**src/rtl/sprite_blitter.sv**
```systemverilog
// Palette-indexed, integer-scaled sprite renderer for the VGA scanner, with
// blink-on-select and a fixed three-stage registered output pipeline.
module sprite_blitter #(
    parameter int SPR_W        = 21,
    parameter int SPR_H        = 17,
    parameter int SCALE        = 6,
    parameter int IDX_BITS     = 2,
    parameter int BLINK_FRAMES = 8,
    parameter int BLINK_COUNT  = 3,
    localparam int AW          = $clog2(SPR_W * SPR_H)
) (
    input  logic                clk,
    input  logic                rst,
    input  logic [9:0]          x,
    input  logic [8:0]          y,
    input  logic [9:0]          x0,
    input  logic [8:0]          y0,
    input  logic                chosen,
    input  logic                frame_start,
    input  logic                bm_we,
    input  logic [AW-1:0]       bm_addr,
    input  logic [IDX_BITS-1:0] bm_data,
    input  logic                pal_we,
    input  logic [IDX_BITS-1:0] pal_addr,
    input  logic [23:0]         pal_data,
    output logic [7:0]          r,
    output logic [7:0]          g,
    output logic [7:0]          b,
    output logic                hit
);

    localparam int NCELL = SPR_W * SPR_H;
    localparam int NPAL  = 1 << IDX_BITS;
    localparam int FC_W  = (BLINK_FRAMES > 1) ? $clog2(BLINK_FRAMES) : 1;
    localparam int TC_W  = $clog2(2 * BLINK_COUNT + 1);
    localparam logic [10:0] WIN_W   = 11'(SPR_W * SCALE);
    localparam logic [10:0] WIN_H   = 11'(SPR_H * SCALE);
    localparam logic [AW:0] NCELL_L = (AW + 1)'(NCELL);
    localparam logic [23:0] WHITE   = 24'hFFFFFF;

    typedef enum logic [1:0] {HIDDEN, BLINK, SHOWN} state_t;

    // Coordinates are widened to 11 bits so origin + extent never wraps.
    function automatic logic in_window(input logic [9:0] px, input logic [9:0] ox,
                                       input logic [8:0] py, input logic [8:0] oy);
        logic [10:0] xe, xo, ye, yo;
        xe = {1'b0, px};
        xo = {1'b0, ox};
        ye = {2'b00, py};
        yo = {2'b00, oy};
        return (xe > xo) && (xe <= xo + WIN_W) && (ye > yo) && (ye <= yo + WIN_H);
    endfunction

    function automatic logic [AW-1:0] cell_addr(input logic [9:0] px, input logic [9:0] ox,
                                                input logic [8:0] py, input logic [8:0] oy);
        logic [10:0] col, row;
        col = ({1'b0, px} - {1'b0, ox} - 11'd1) / 11'(SCALE);
        row = ({2'b00, py} - {2'b00, oy} - 11'd1) / 11'(SCALE);
        return AW'(row * 11'(SPR_W) + col);
    endfunction

    function automatic logic [23:0] pal_default(input int idx);
        case (idx)
            0:       return 24'hFFFFFF;
            1:       return 24'h0F0F0F;
            2:       return 24'h00FFFF;
            3:       return 24'hFFCC00;
            default: return 24'h000000;
        endcase
    endfunction

    state_t            r_state, w_state_nxt;
    logic              r_blink_vis, w_blink_vis_nxt;
    logic [FC_W-1:0]   r_frame_cnt, w_frame_cnt_nxt;
    logic [TC_W-1:0]   r_tog_cnt, w_tog_cnt_nxt;
    logic              r_chosen_d;
    logic              w_visible;

    logic [IDX_BITS-1:0] r_bm [NCELL];
    logic [23:0]         r_pal [NPAL];

    logic                r_vld_p0;
    logic [AW-1:0]       r_addr_p0;
    logic                r_vld_p1;
    logic [IDX_BITS-1:0] r_idx_p1;
    logic                r_hit_p2;
    logic [23:0]         r_rgb_p2;

    always_ff @(posedge clk) begin
        if (rst) begin
            r_state     <= HIDDEN;
            r_blink_vis <= 1'b0;
            r_frame_cnt <= '0;
            r_tog_cnt   <= '0;
            r_chosen_d  <= 1'b0;
        end else begin
            r_state     <= w_state_nxt;
            r_blink_vis <= w_blink_vis_nxt;
            r_frame_cnt <= w_frame_cnt_nxt;
            r_tog_cnt   <= w_tog_cnt_nxt;
            r_chosen_d  <= chosen;
        end
    end

    always_comb begin
        w_state_nxt     = r_state;
        w_blink_vis_nxt = r_blink_vis;
        w_frame_cnt_nxt = r_frame_cnt;
        w_tog_cnt_nxt   = r_tog_cnt;
        case (r_state)
            HIDDEN: begin
                if (chosen && !r_chosen_d) begin
                    w_state_nxt     = BLINK;
                    w_blink_vis_nxt = 1'b1;
                    w_frame_cnt_nxt = '0;
                    w_tog_cnt_nxt   = '0;
                end
            end
            BLINK: begin
                if (frame_start) begin
                    if (r_frame_cnt == FC_W'(BLINK_FRAMES - 1)) begin
                        w_frame_cnt_nxt = '0;
                        w_blink_vis_nxt = !r_blink_vis;
                        w_tog_cnt_nxt   = r_tog_cnt + TC_W'(1);
                        if (r_tog_cnt == TC_W'(2 * BLINK_COUNT - 1)) begin
                            w_state_nxt = SHOWN;
                        end
                    end else begin
                        w_frame_cnt_nxt = r_frame_cnt + FC_W'(1);
                    end
                end
            end
            SHOWN: begin
                w_blink_vis_nxt = 1'b1;
            end
            default: begin
                w_state_nxt = HIDDEN;
            end
        endcase
        // Deselect wins over everything, including a coincident frame_start.
        if (!chosen) begin
            w_state_nxt     = HIDDEN;
            w_blink_vis_nxt = 1'b0;
        end
    end

    assign w_visible = (r_state == SHOWN) || ((r_state == BLINK) && r_blink_vis);

    always_ff @(posedge clk) begin
        if (rst) begin
            for (int i = 0; i < NPAL; i++) begin
                r_pal[i] <= pal_default(i);
            end
        end else if (pal_we) begin
            r_pal[pal_addr] <= pal_data;
        end
    end

    // S1: window test and cell address
    always_ff @(posedge clk) begin
        if (rst) begin
            r_vld_p0 <= 1'b0;
        end else begin
            r_vld_p0 <= w_visible && in_window(x, x0, y, y0);
        end
    end

    always_ff @(posedge clk) begin
        r_addr_p0 <= cell_addr(x, x0, y, y0);
    end

    // S2: synchronous bitmap read (read-before-write on address collision)
    always_ff @(posedge clk) begin
        if (rst) begin
            r_vld_p1 <= 1'b0;
        end else begin
            r_vld_p1 <= r_vld_p0;
        end
    end

    always_ff @(posedge clk) begin
        r_idx_p1 <= r_bm[r_addr_p0];
        if (bm_we && ({1'b0, bm_addr} < NCELL_L)) begin
            r_bm[bm_addr] <= bm_data;
        end
    end

    // S3: palette lookup, index 0 is transparent
    always_ff @(posedge clk) begin
        if (rst) begin
            r_hit_p2 <= 1'b0;
            r_rgb_p2 <= WHITE;
        end else if (r_vld_p1 && (r_idx_p1 != '0)) begin
            r_hit_p2 <= 1'b1;
            r_rgb_p2 <= r_pal[r_idx_p1];
        end else begin
            r_hit_p2 <= 1'b0;
            r_rgb_p2 <= WHITE;
        end
    end

    assign r   = r_rgb_p2[23:16];
    assign g   = r_rgb_p2[15:8];
    assign b   = r_rgb_p2[7:0];
    assign hit = r_hit_p2;

endmodule

```
**config.mk**
```make
export PLATFORM = sky130hd
export DESIGN_NAME = sprite_blitter
export DESIGN_NICKNAME = d
export VERILOG_FILES = /design/src/rtl/sprite_blitter.sv
export SDC_FILE = /design/constraint.sdc
export NUM_CORES = 1
export LEC_CHECK = 0
export CAP_MARGIN = 0
export CORE_UTILIZATION = 55
export DETAILED_ROUTE_END_ITERATION = 8
export PLACE_DENSITY = 0.75
export SYNTH_ARGS = -nofsm -noshare
export SYNTH_HDL_FRONTEND = slang
export SYNTH_SLANG_ARGS = --single-unit
```
**constraint.sdc**
```tcl
create_clock -name clk -period 7.1 [get_ports clk]
set_input_delay 1.065 -clock clk [delete_from_list [all_inputs] [get_ports clk]]
set_output_delay 1.065 -clock clk [all_outputs]
set_load 0.02 [all_outputs]
```
# Word level (Yosys, flattened, before mapping)
# Memory sizes are Yosys's and may differ from the RTL's. A register that Yosys moved wholly into a read port is not among the register bits.
# Index checks and enable logic that the tools add are counted.
# classes
addsub,9
n_mul,1
div,2
order_cmp,5
eq_ne,8
muxes,31
bitwise_logic,3
reduce_logical,22
# ops
operator,count
$mux 24,5
$reduce_or 24->1,1
$div 11x3->11 const B,2
$mux 3,5
$mux 1,12
$pmux 3 s2,2
$add 10x7->11 const B,1
$le 10x11->1,1
$mul 11x5->9 const B,1
$sub 10x10->11,1
$sub 10x2->11 const B,1
$sub 11x1->11 const B,1
$add 9x7->10 const B,1
$gt 10x10->1,1
$le 9x10->1,1
$mux 2,5
$sub 9x9->10,1
$add 9x9->9,1
$gt 9x9->1,1
$lt 9x9->1 const B,1
$logic_and 1x1->1,8
$ne 2x2->1 const B,4
$reduce_and 4->1,2
$add 3x1->3 const B,2
14 further kinds,20
# word_totals
ff_bits,22
ramBits,810
input_bits,81
out_inout_bits,25
wordCells,92
mem_count,2
# mem_list
memory,words,word_bits,read_ports,rd_clocked_by_memory_dff,wr,line,source
r_bm,357,2,1,1,1,79,logic [IDX_BITS-1:0] r_bm [NCELL];
r_pal,4,24,1,1,4,80,logic [23:0] r_pal [NPAL];

# Depth between registers and ports, before layout
# logic_depth
ltp_word,6
depth_mapped,32
ltp_nobuf,31

# Least setup slack after synthesis
# OpenSTA, ideal clock, no wires.
# synth_timing
kind,input port to flip-flop
start,input y[0]
end,register r_addr_p0[8]
t_arrival_ns,7.398
t_required_ns,6.971
setup_slack_ns,-0.427
stages,30
cell_sequence,inv_1 ha_1 fa_1 nand2b_1 a21oi_1 mux2i_1 o2111a_1 mux2_2 o211ai_2 a31o_4 mux2_1 o221a_2 a21o_4 a21oi_1 mux2i_1 ha_1 inv_1 fa_1 fa_1 inv_1 ha_1 inv_1 o21bai_1 a21o_1 a21oi_1 xnor2_1 xnor2_1 xnor2_1 xnor2_1 xnor2_1
# synth_between
elab_chain_cells,5
# synth_lines
item,line,source
start: declaration,15,"input logic [8:0] y,"
$sub 9x9->10,58,"row = ({2'b00, py} - {2'b00, oy} - 11'd1) / 11'(SCALE);"
$sub 10x2->11,58,
$div 11x3->11,58,
$mul 11x5->9,59,return AW'(row * 11'(SPR_W) + col);
$add 9x9->9,59,
end signal: assignment,169,"r_addr_p0 <= cell_addr(x, x0, y, y0);"
end: declaration,83,logic [AW-1:0] r_addr_p0;
# No other way between the ends.
# A chain may end at the register's enable or synchronous reset.

# Final worst setup path
# layout_timing
start,input y[5]
end,register r_addr_p0[8]
# The elaborated chain is that of the path after synthesis.

==> out/results.ini <==
[run_status]
status=completed

[power_and_ir_drop]
p_switching_mw=4.85
power_per_cell_area_mw_per_mm2=362
ir_drop_mv=0.552
switching_share_pct=30.3
leakage_nw=14.8
finalPower_mw=16.0
p_comb_share_pct=37.5
p_seq_share_pct=35.3
p_int_mw=11.2
clkPwrFrac_pct=27.2

[finish]
fin_area_mm2=0.0442
fin_nets=2893
final_core_utilization_pct=65.5
n_antenna_cell=0
drive_above_1_share_pct=25.1
areaGrowthSynthToFinish_pct=17.3

[place]
dp_slack_ns=-0.667
hpwl_um=51700
place_area_mm2=0.0412
io_buffers=105
gp_congestion=0.881

[clock_network]
htreeDepth=3
clock_sinks=834
clk-insertion-delay-late_ns=0.65
cts_buffers=82
clkTransAtPathRegs_ns=0.06
cts_tree=yes
cts_hold_buf=0
cts_buffer_depth=3
root_buffer=clkbuf_16

[critical_path]
crit_path_max_incr_delay_ns=0.55
critical_path_peak_fanout=7
worst_setup_path_start_kind=input pin
rr_startpoint=r_addr_p0[1]$_DFF_P_
cp.arrival_ns=7.34
cp_slowest_cell=clkdlybuf4s50_1
required_ns=7.60
critPathTopFamily=compound AO/OA/AOI/OAI gates
crit_path_frequent_cell=xnor2_1
crit_start=y[5]
cp_num_buf_inv=4
worstSetupEndpointType=flop
critPathKind=input pin to flop

[sta]
setup_slack_ns=0.265
final_max_slew_viol_count=0
final-setup-viol-count=0
slew_headroom_pct=17.4
fmax_mhz=146
clock_skew_ns=0.0299
fin_hold_ws_ns=0.438
max_slew.worst_pin.slew_ns=1.24
hold_viol_final=0
finalCriticalPeriod_ns=6.83
post-route-period-util_pct=96.3

[synth]
syn_area_per_cell_um2=15.4
ys_seq_elements=834
synth-edff-count=786
synth_nets=2606
yosysSeqAreaShare_pct=65.1
synthArstFlopShare_pct=0
synth-main-ff-cell=edfxtp_1
synth_area_leaders=edfxtp_1, mux4_2, nor2_1
yosys_warnings=0
yosysTopAreaCell=edfxtp_1
syn_inst=2446
syn_area_mm2=0.0377
yosysUniqueCellTypes=87
synth_top_area_share_pct=62.6

[global_route]
antenna_found_initial=1
grt_usage_pct=25.8
grt_pass1_wl_um=136000
met3_usage_pct=4.99
busiest_layer=met2
grt_remaining_overflow=0
grt_util_met1_pct=32.6
grt_max_degree=277
grt_pass1_vias=23100
grt_use_met2_pct=44.5

[flow_run]
max-cap-violations=0

[detailed_routing]
vias_per_cell=6.12
wl_per_cell_um=24.2
ant_nets=0
drt_iter0_drc=2351
wl_um=89000
firstDrtPassIters=5
dr_total_vias=22500
remaining_drc_errors=0

[min_path]
hold_path_class=flop to flop
min_from=r_vld_p0$_SDFF_PP0_

[floorplanning]
initial_core_util_pct=55.9
row_count=95
die_w_um=264
io_pins=106
fp.dieArea_mm2=0.0696
core_area_mm2=0.0675
dieHeight_um=264

worst reg2reg max path, stage by stage (launching register included):
cell     delay, ns
dfxtp_4       0.82
buf_12        0.56
mux4_2        0.57
mux4_2        0.54
mux4_2        0.57
mux4_2        0.51
nor2_1        0.11
a21oi_1       0.04
power groups by stage:
stage / clock network (mW) / logic (mW) / registers, mW
CTS: 4.40 / 5.80 / 5.66
finish: 4.36 / 6.01 / 5.65
detailed placement: 0 / 5.70 / 5.76
floorplan: 0 / 4.07 / 5.61
global placement: 0 / 5.62 / 5.75
global route: 4.56 / 6.53 / 5.66
sequential cells by signal, summed over array words and instances, names as in the netlist, 2 cells and up:
register     count
r_rgb_p2        24
r_addr_p0        9
r_bm           714
r_frame_cnt      3
r_pal           72
r_tog_cnt        3
r_state          2
r_idx_p1         2
final timing paths:
check             slack (ns)                   end  depth (start not counted)
hold reg to reg         0.44   r_vld_p1$_SDFF_PP0_                          1
hold / removal          0.44   r_vld_p1$_SDFF_PP0_                          1
setup / recovery        0.27  r_addr_p0[8]$_DFF_P_                         28
setup reg to reg        3.26   r_idx_p1[1]$_DFF_P_                          7
kinds of logic after synthesis:
kind of cell	share of synthesized area, %
buf+inv	2.27
simple gates	9.13
compound gates	4.13
flops	65.1
xor+xnor	1.33
fa+ha+maj	2.91
mux	15.1
cells in the final DEF, fill, tap and decap left out, types with 20 or more instances in the layout:
master	n
nor2_1	404
nand2b_1	50
ha_1	60
nor3_1	27
nand2_1	113
and2_1	40
o21ai_0	46
clkdlybuf4s50_1	96
buf_4	237
nand3_1	33
inv_1	64
clkbuf_1	20
edfxtp_1	786
a21oi_1	41
dfxtp_1	44
mux4_2	234
nor2b_1	21
xnor2_1	33
mux2i_1	34
clkbuf_16	84
cells in the mapped netlist, drive strengths merged (4+ instances only):
library cell,instances
o21a,7
inv,72
or2,11
nand2,122
a31oi,13
ha,67
nor2,406
mux2i,36
clkbuf,100
a21oi,51
and2,41
fa,12
and3,7
a221oi,5
a21o,17
a22oi,4
buf,46
o221ai,6
mux4,234
o21ai,56
nor4,4
nand4,15
o31ai,4
mux2,5
nand2b,51
or3,5
o2111ai,6
o211ai,8
a211oi,9
o21bai,4
nand3,35
nor2b,23
nor3,28
xor2,15
o221a,5
xnor2,36
edfxtp,786
dfxtp,48
timing repair:
item / 4_1_cts / 5_1_grt
pin swaps: 6 / 40
resized for setup: 2 / 66
buffers inserted: 3 / 9
cloned: 0 / 0
endpoints found under the setup margin: 1 / 1
stage by stage:
step / instances / TNS (ns)
global route: 3671 / -0.0363
global placement: 3510 / -0.566
floorplan: 2446 / 0
finish: 3671 / 0
detailed placement: 3510 / -0.745
CTS: 3662 / 0
per-layer routing:
metal | share of wire, % | vias up | wire [um]
li1 | - | 9910 | -
met1 | 38 | 11300 | 33500
met2 | 51 | 1061 | 45400
met3 | 7.8 | 196 | 6930
met4 | 3.5 | 2 | 3130
met5 | 0.013 | - | 12
area by class of cell:
type	instances	area, um^2
flip-flops and latches	834	24600
fillers	4618	23300
multi-input cells	1394	12600
repair buffers	349	2980
clock buffers	104	2180
well taps	873	1090
clock inverters	45	502
inverters	72	273
Note: power is estimated with default switching activity, not from simulation.
